===== src/rtl/cpu19_ctrl_seq.sv =====
// Fetch/decode/execute control sequencer for the 19-bit CPU.
// Latches instructions into ir, drives decoder select and register-file fields, and times out stalled executes.
module cpu19_ctrl_seq #(
   parameter int unsigned PC_W         = 8,
   parameter int unsigned EXEC_TIMEOUT = 16
) (
   input  logic            clk,
   input  logic            rst,
   input  logic [18:0]     instr_in,
   input  logic            instr_valid,
   input  logic            exec_done,
   output logic            fetch_req,
   output logic [PC_W-1:0] pc,
   output logic [3:0]      select,
   output logic [3:0]      rd_addr,
   output logic [3:0]      rs1_addr,
   output logic [3:0]      rs2_addr,
   output logic [6:0]      imm7,
   output logic            exec_start,
   output logic            reg_we,
   output logic            halted,
   output logic            fault
);

   localparam int unsigned CNT_W = $clog2(EXEC_TIMEOUT + 1);
   localparam int unsigned JMP_W = (PC_W > 7) ? PC_W : 7;

   localparam logic [3:0] OP_NOP  = 4'h0;
   localparam logic [3:0] OP_JMP  = 4'hE;
   localparam logic [3:0] OP_HALT = 4'hF;

   typedef enum logic [2:0] {
      S_FETCH,
      S_DECODE,
      S_EXECUTE,
      S_WRITEBACK,
      S_HALT
   } state_t;

   state_t            state, state_nxt;
   logic [18:0]       ir, ir_nxt;
   logic [PC_W-1:0]   pc_nxt;
   logic [CNT_W-1:0]  cnt, cnt_nxt;
   logic [3:0]        select_nxt, rd_nxt, rs1_nxt, rs2_nxt;
   logic [6:0]        imm_nxt;
   logic              fault_nxt, exec_start_nxt;
   logic [JMP_W-1:0]  jmp_ext;

   // Zero-extend (or truncate) imm7 to the PC width for JMP.
   assign jmp_ext = JMP_W'(ir[6:0]);

   // Next-state and next-value logic.
   always_comb begin
      state_nxt      = state;
      ir_nxt         = ir;
      pc_nxt         = pc;
      cnt_nxt        = cnt;
      select_nxt     = select;
      rd_nxt         = rd_addr;
      rs1_nxt        = rs1_addr;
      rs2_nxt        = rs2_addr;
      imm_nxt        = imm7;
      fault_nxt      = fault;
      exec_start_nxt = 1'b0;

      case (state)
         S_FETCH: begin
            if (instr_valid) begin
               ir_nxt    = instr_in;
               pc_nxt    = pc + PC_W'(1);
               state_nxt = S_DECODE;
            end
         end
         S_DECODE: begin
            select_nxt = ir[18:15];
            rd_nxt     = ir[14:11];
            rs1_nxt    = ir[10:7];
            rs2_nxt    = ir[6:3];
            imm_nxt    = ir[6:0];
            case (ir[18:15])
               OP_NOP:  state_nxt = S_FETCH;
               OP_JMP: begin
                  pc_nxt    = jmp_ext[PC_W-1:0];
                  state_nxt = S_FETCH;
               end
               OP_HALT: state_nxt = S_HALT;
               default: begin
                  state_nxt      = S_EXECUTE;
                  exec_start_nxt = 1'b1;
               end
            endcase
         end
         S_EXECUTE: begin
            cnt_nxt = cnt + CNT_W'(1);
            // Done takes precedence over a timeout landing in the same cycle.
            if (exec_done) begin
               cnt_nxt   = '0;
               state_nxt = S_WRITEBACK;
            end else if (cnt == CNT_W'(EXEC_TIMEOUT - 1)) begin
               cnt_nxt   = '0;
               fault_nxt = 1'b1;
               state_nxt = S_HALT;
            end
         end
         S_WRITEBACK: state_nxt = S_FETCH;
         S_HALT:      state_nxt = S_HALT;
         default:     state_nxt = S_FETCH;
      endcase
   end

   // State and output registers; status outputs track the registered next state.
   always_ff @(posedge clk) begin
      if (rst) begin
         state      <= S_FETCH;
         ir         <= '0;
         pc         <= '0;
         cnt        <= '0;
         select     <= '0;
         rd_addr    <= '0;
         rs1_addr   <= '0;
         rs2_addr   <= '0;
         imm7       <= '0;
         fault      <= 1'b0;
         exec_start <= 1'b0;
         reg_we     <= 1'b0;
         halted     <= 1'b0;
         fetch_req  <= 1'b1;
      end else begin
         state      <= state_nxt;
         ir         <= ir_nxt;
         pc         <= pc_nxt;
         cnt        <= cnt_nxt;
         select     <= select_nxt;
         rd_addr    <= rd_nxt;
         rs1_addr   <= rs1_nxt;
         rs2_addr   <= rs2_nxt;
         imm7       <= imm_nxt;
         fault      <= fault_nxt;
         exec_start <= exec_start_nxt;
         reg_we     <= (state_nxt == S_WRITEBACK);
         halted     <= (state_nxt == S_HALT);
         fetch_req  <= (state_nxt == S_FETCH);
      end
   end

endmodule

===== config.mk =====
export PLATFORM = sky130hd
export DESIGN_NAME = cpu19_ctrl_seq
export DESIGN_NICKNAME = d
export VERILOG_FILES = /design/src/rtl/cpu19_ctrl_seq.sv
export SDC_FILE = /design/constraint.sdc
export NUM_CORES = 1
export LEC_CHECK = 0
export ABC_AREA = 1
export BUFFER_PORTS_ARGS = -buffer_cell sky130_fd_sc_hd__buf_2
export CORE_MARGIN = 2
export CORE_UTILIZATION = 47
export CTS_CLUSTER_DIAMETER = 150
export DETAILED_ROUTE_END_ITERATION = 12
export PLACE_DENSITY = 0.83
export SLEW_MARGIN = 20
export SYNTH_ARGS = -nofsm -noshare
export SYNTH_HDL_FRONTEND = slang
export SYNTH_SLANG_ARGS = --single-unit

===== constraint.sdc =====
create_clock -name clk -period 1.1 [get_ports clk]
set_input_delay 0.22 -clock clk [delete_from_list [all_inputs] [get_ports clk]]
set_output_delay 0.22 -clock clk [all_outputs]
set_load 0.005 [all_outputs]

### After elaboration in Yosys (flattened, before gate mapping)

Index checks and enable logic that the tools add are counted.

* bits in registers: 63
* bits in latches: 0
* bits in writable memories: 0
* bits in read-only memories: 0
* input port bits: 23
* output and inout port bits: 36
* logic and storage cells: 49
* memories: 0

* add/subtract/negate cells: 2
* multipliers: 0
* div/mod/pow operators: 0
* magnitude comparators: 0
* eq/ne operators: 10
* shift operators: 0
* mux-type cells: 11
* bitwise gates (word level): 2
* reduce and logical (&&, ||, !) cells: 10

Operator list (count)
* $mux 8: 2
* $pmux 8 s2: 1
* $pmux 3 s4: 1
* $mux 5: 2
* $mux 3: 3
* $add 8x1->8 const B: 1
* $eq 4x4->1 const B: 2
* $eq 3x2->1 const B: 2
* $eq 3x3->1 const B: 2
* $logic_not 3->1: 2
* $pmux 3 s2: 1
* $reduce_and 3->1: 2
* $add 5x1->5 const B: 1
* $eq 5x4->1 const B: 1
* $logic_not 4->1: 1
* $ne 2x2->1 const B: 2
* $reduce_or 2->1: 2
* $eq 3x1->1 const B: 1
* $reduce_or 3->1: 1
* $not 1->1: 2
* $reduce_and 2->1: 1
* $reduce_bool 2->1: 1
* $mux 1: 1

### Depth between registers and ports, before layout

* word-level depth: 5
* mapped depth: 9
* depth with buffers taken out: 9

### Worst setup path after synthesis

No wires, ideal clock.

* path type: register to register
* start point: reg pc[0]
* end point: reg pc[2]
* library setup time: 0.132 ns
* arrival time: 1.050 ns
* required time: 0.968 ns
* path slack: -0.082 ns
* cell stages (with the launch flop): 7
* buffers on the path: 0
* period minus slack after synthesis: 1.182 ns
* cell sequence: dfxtp_1 ha_1 or2_2 nand3_1 nand2_1 nand2_1 a21oi_1

* cells in the longest elaborated chain, start to end: 3

Ends and longest elaborated chain
* from (decl): line 13 `output logic [PC_W-1:0] pc,`
* from (signal assigned): line 131 `pc <= pc_nxt;`
* $add 8x1->8: line 70 `pc_nxt = pc + PC_W'(1);`
* $mux 8: line 68 `if (instr_valid) begin`
* $pmux 8 s2: line 66 `case (state)`

No other way between the ends. The select of a mux whose other input is x is not followed.
A chain may end at the register's enable or synchronous reset.

### Final worst setup path

* start point: reg state[1]
* end point: reg pc[3]

* cells in the longest elaborated chain, start to end: 3
* elaborated cells on any way between the ends: 7
* those cells by class: eq/ne (3); mux (1); reduce/logical (3)

Ends and longest elaborated chain
* from (decl): line 40 `state_t state, state_nxt;`
* from (signal assigned): line 129 `state <= state_nxt;`
* $eq 3x1->1 / $logic_not 3->1 (equally long branches): line 66
* $ne 2x2->1 (no source line) / $reduce_bool 2->1 (equally long branches)
* $reduce_and 3->1 (no source line)

Several ways; a longest one is shown, not always the timed one.

==> impl_results.md <==
- Worst min path class: in2reg
- CTS tree: built
- Worst-Margin Slew: ~0.4 ns
- Top cells by area, synth: dfxtp_1 49%, nor2_1 12%, nand2_1 8.7%, o21ai_0 7.9%, a21oi_1 5.8%
- Gate power share: between 20 and 25%
- Hold path depth: 3
- Detailed-route wire length: roughly 7000 um
- Post-synth EDFFs: 0
- WP data arrival: about 1.5 ns
- Initial core utilization: 47.97%
- Final period util: 113.7%
- Run status: finished, violations left
- Post-synthesis sequential area ratio: 48.84%
- Clock sinks: between 50 and 60
- Register bit count reported by yosys: slightly below 60
- Mapped Area: between 0.002 and 0.0025 sq mm
- Peak supply drop: roughly 1000 uV
- Syn_area_per_cell: 7.285 sq um
- Net Sw Frac: a little under a third
- Worst Path Max Fanout: 8
- Hold_buf cts: 0
- GRT Util Overall: about a quarter
- Area grow syn2layout: 48.01%
- Antenna fix cells: 0
- RSZ-0062 raised after global routing: yes
- Maximum root-to-sink buffer count: 2
- Max cap viols: 0
- Root buf cell: clkbuf_8
- Drt wl/cell: ~14 um
- DRC errors left: 0
- Antenna violations before repair: 0
- Synth Area in Compound Gates: ~14%
- Final setup viols: between 40 and 50
- Largest net degree at the start of global routing: 30
- Commonest cells in the netlist: 76 x nor2_1, 59 x dfxtp_1, 56 x nand2_1, 38 x o21ai_0, 28 x a21oi_1
- Synth unique cells: 25
- Worst setup SP type: flop
- Die area: 0.005736 sq mm
- Die Wd: roughly 76 um
- ANT nets after route: 0
- Reg power frac: 44.9%
- Fin. max-slew vios: 0
- Synth Area in XOR/XNOR: 0%
- Power per cell area: about 1600 mW/mm^2
- Clock Pin Slew Worst Setup and Hold Paths: ~0.060 ns
- Post-synth top flop: dfxtp_1
- Clk pwr share: between 30 and 40%
- Clock buffer count from CTS: 9
- Largest family of logic cells by synthesized area: simple AND/OR/NAND/NOR gates
- Post-synth ARST share: 0%
- Vias/cell: slightly above 5
- DRT Pass-1 Iters: 4
- Endpoint type of the worst setup path: flop
- Count leader, synth: nor2_1
- Warnings, synthesis: 0
- HPWL after DPL: about 4400 um
- Post-synth top area share: between 40% and 50%
- R2R depth: 8
- CP Class: reg2reg
- Int Pwr: between 3 and 4 mW
- Drt initial violations: 183
- Vias in the first global route: 2418
- Gate count after technology mapping: ~330
- GPL Wtd Cong: 0.9014
- Worst endpoint required time: 1.32 ns
- Fraction of the mapped netlist area in adder cells: under 10%
- Die H: around 76 um
- Latest clock arrival within the worst-skew pair: between 0.3 and 0.4 ns
- Worst setup margin: -0.1509 ns
- First-pass GRT wire length: between 10000 and 15000 um
- TNS Setup: -1.946 ns
- Max Clk Rate: between 700 and 800 MHz
- Final Power: approximately 5.6 mW
- Placed cell count: between 400 and 500
- Slew HR: ~74%
- Input/output buffers: 58
- Simple-gate share of the synthesized area: between 20% and 30%
- Non-filler cells, final: approximately 510
- Synth area leader: dfxtp_1
- Psw: between 1.5 and 2 mW
- Net count after synthesis: 357
- Leakage power: around 1.6 nW
- Total grt overflow: 0
- Vias: around 2500
- # IOs: 59
- Core area: 0.005042 sq mm
- Final hold violation count: 0
- Violated checks: setup timing
- Final net count: around 460
- Worst clock skew: ~0.015 ns
- Minimum clock period after layout: approximately 1.3 ns
- Worst hold margin: around 0.14 ns
- Layout cells sized above 1: 43.91%
- H-tree levels: 3
- Number of cell rows: 26
- Mux share of post-synthesis cell area: 0%
registers in the layout, summed over array words and instances, names as in the netlist:
name	count
reg_we	1
fetch_req	1
exec_start	1
rs1_addr	4
state	3
rd_addr	4
rs2_addr	4
pc	8
halted	1
fault	1
ir	19
select	4
imm7	3
cnt	5
cell usage in the layout, fill, tap and decap left out, types with 2 or more instances in the layout:
cell,instances
a21oi_1,21
a21oi_2,7
buf_12,2
buf_2,53
buf_4,36
buf_6,15
clkbuf_8,10
clkinv_2,3
dfxtp_1,44
dfxtp_2,9
dfxtp_4,6
ha_4,2
inv_1,19
inv_2,2
inv_4,2
nand2_1,47
nand2_2,5
nand2_4,5
nand3_1,13
nand3_2,5
nand4_1,4
nor2_1,58
nor2_2,14
nor2_4,6
nor3_1,2
o21ai_0,21
o21ai_1,14
o21ai_2,2
layout make-up:
class	count	area [sq um]
Fill cell	397	1463
Multi-Input combinational cell	231	1261
Sequential cell	59	1215
Timing Repair Buffer	106	744.5
Clock buffer	10	137.6
Inverter	24	105.1
Tap cell	70	87.58
Clock inverter	5	28.78
power by group through the flow:
| stage | Combinational (mW) | Sequential, mW | Clock [mW] |
|---|---|---|---|
| floorplan | 0.603 | 2.53 | 0 |
| global placement | 1.04 | 2.51 | 0 |
| detailed placement | 1.08 | 2.52 | 0 |
| CTS | 1.22 | 2.50 | 1.70 |
| global route | 1.53 | 2.54 | 1.81 |
| finish | 1.39 | 2.52 | 1.70 |
path summary, 6_finish.rpt:
| kind | slack, ns | to | from |
|---|---|---|---|
| setup reg to reg | -0.15 | pc[3] | state[1] |
| hold / removal | 0.14 | ir[1] | instr_in[1] |
| hold reg to reg | 0.47 | cnt[4] | cnt[4] |
| setup / recovery | -0.15 | pc[3] | state[1] |
critical path: stages (launching register included):
cell and delay [ns]:
dfxtp_4 0.36, inv_4 0.07, nand2_4 0.05, nor2_4 0.20
nand2_4 0.13, nand2_8 0.14, inv_8 0.05, nor2_4 0.07
nor2_1 0.05
repair_timing:
item | CTS | global route
pin swaps | 8 | 25
setup endpoints to repair | 58 | 63
gates resized for setup | 39 | 66
buffers inserted | 8 | 3
metrics by stage:
step | utilization [%] | worst slack [ns] | area (sq um)
6_report | 70.99 | -0.1509 | 3580
5_1_grt | 70.99 | -0.2020 | 3580
4_1_cts | 67.27 | -0.08809 | 3392
3_5_place_dp | 60.72 | -0.1321 | 3062
3_3_place_gp | 60.72 | -0.09753 | 3062
2_1_floorplan | - | 0.0002051 | 2471
layer usage:
layer,global-route usage (%),part of all wire [%],routed length (um)
met1,26.35,40,2719
met2,44.54,55,3754
met3,4.497,3.3,227
met4,11.70,2.1,146
met5,0,0,0
kinds of logic after synthesis:
group | after synthesis
flops | 59
compound gates | 68
simple gates | 161
fa+ha+maj | 2
buf+inv | 42
Note: power is estimated with default switching activity, not from simulation.
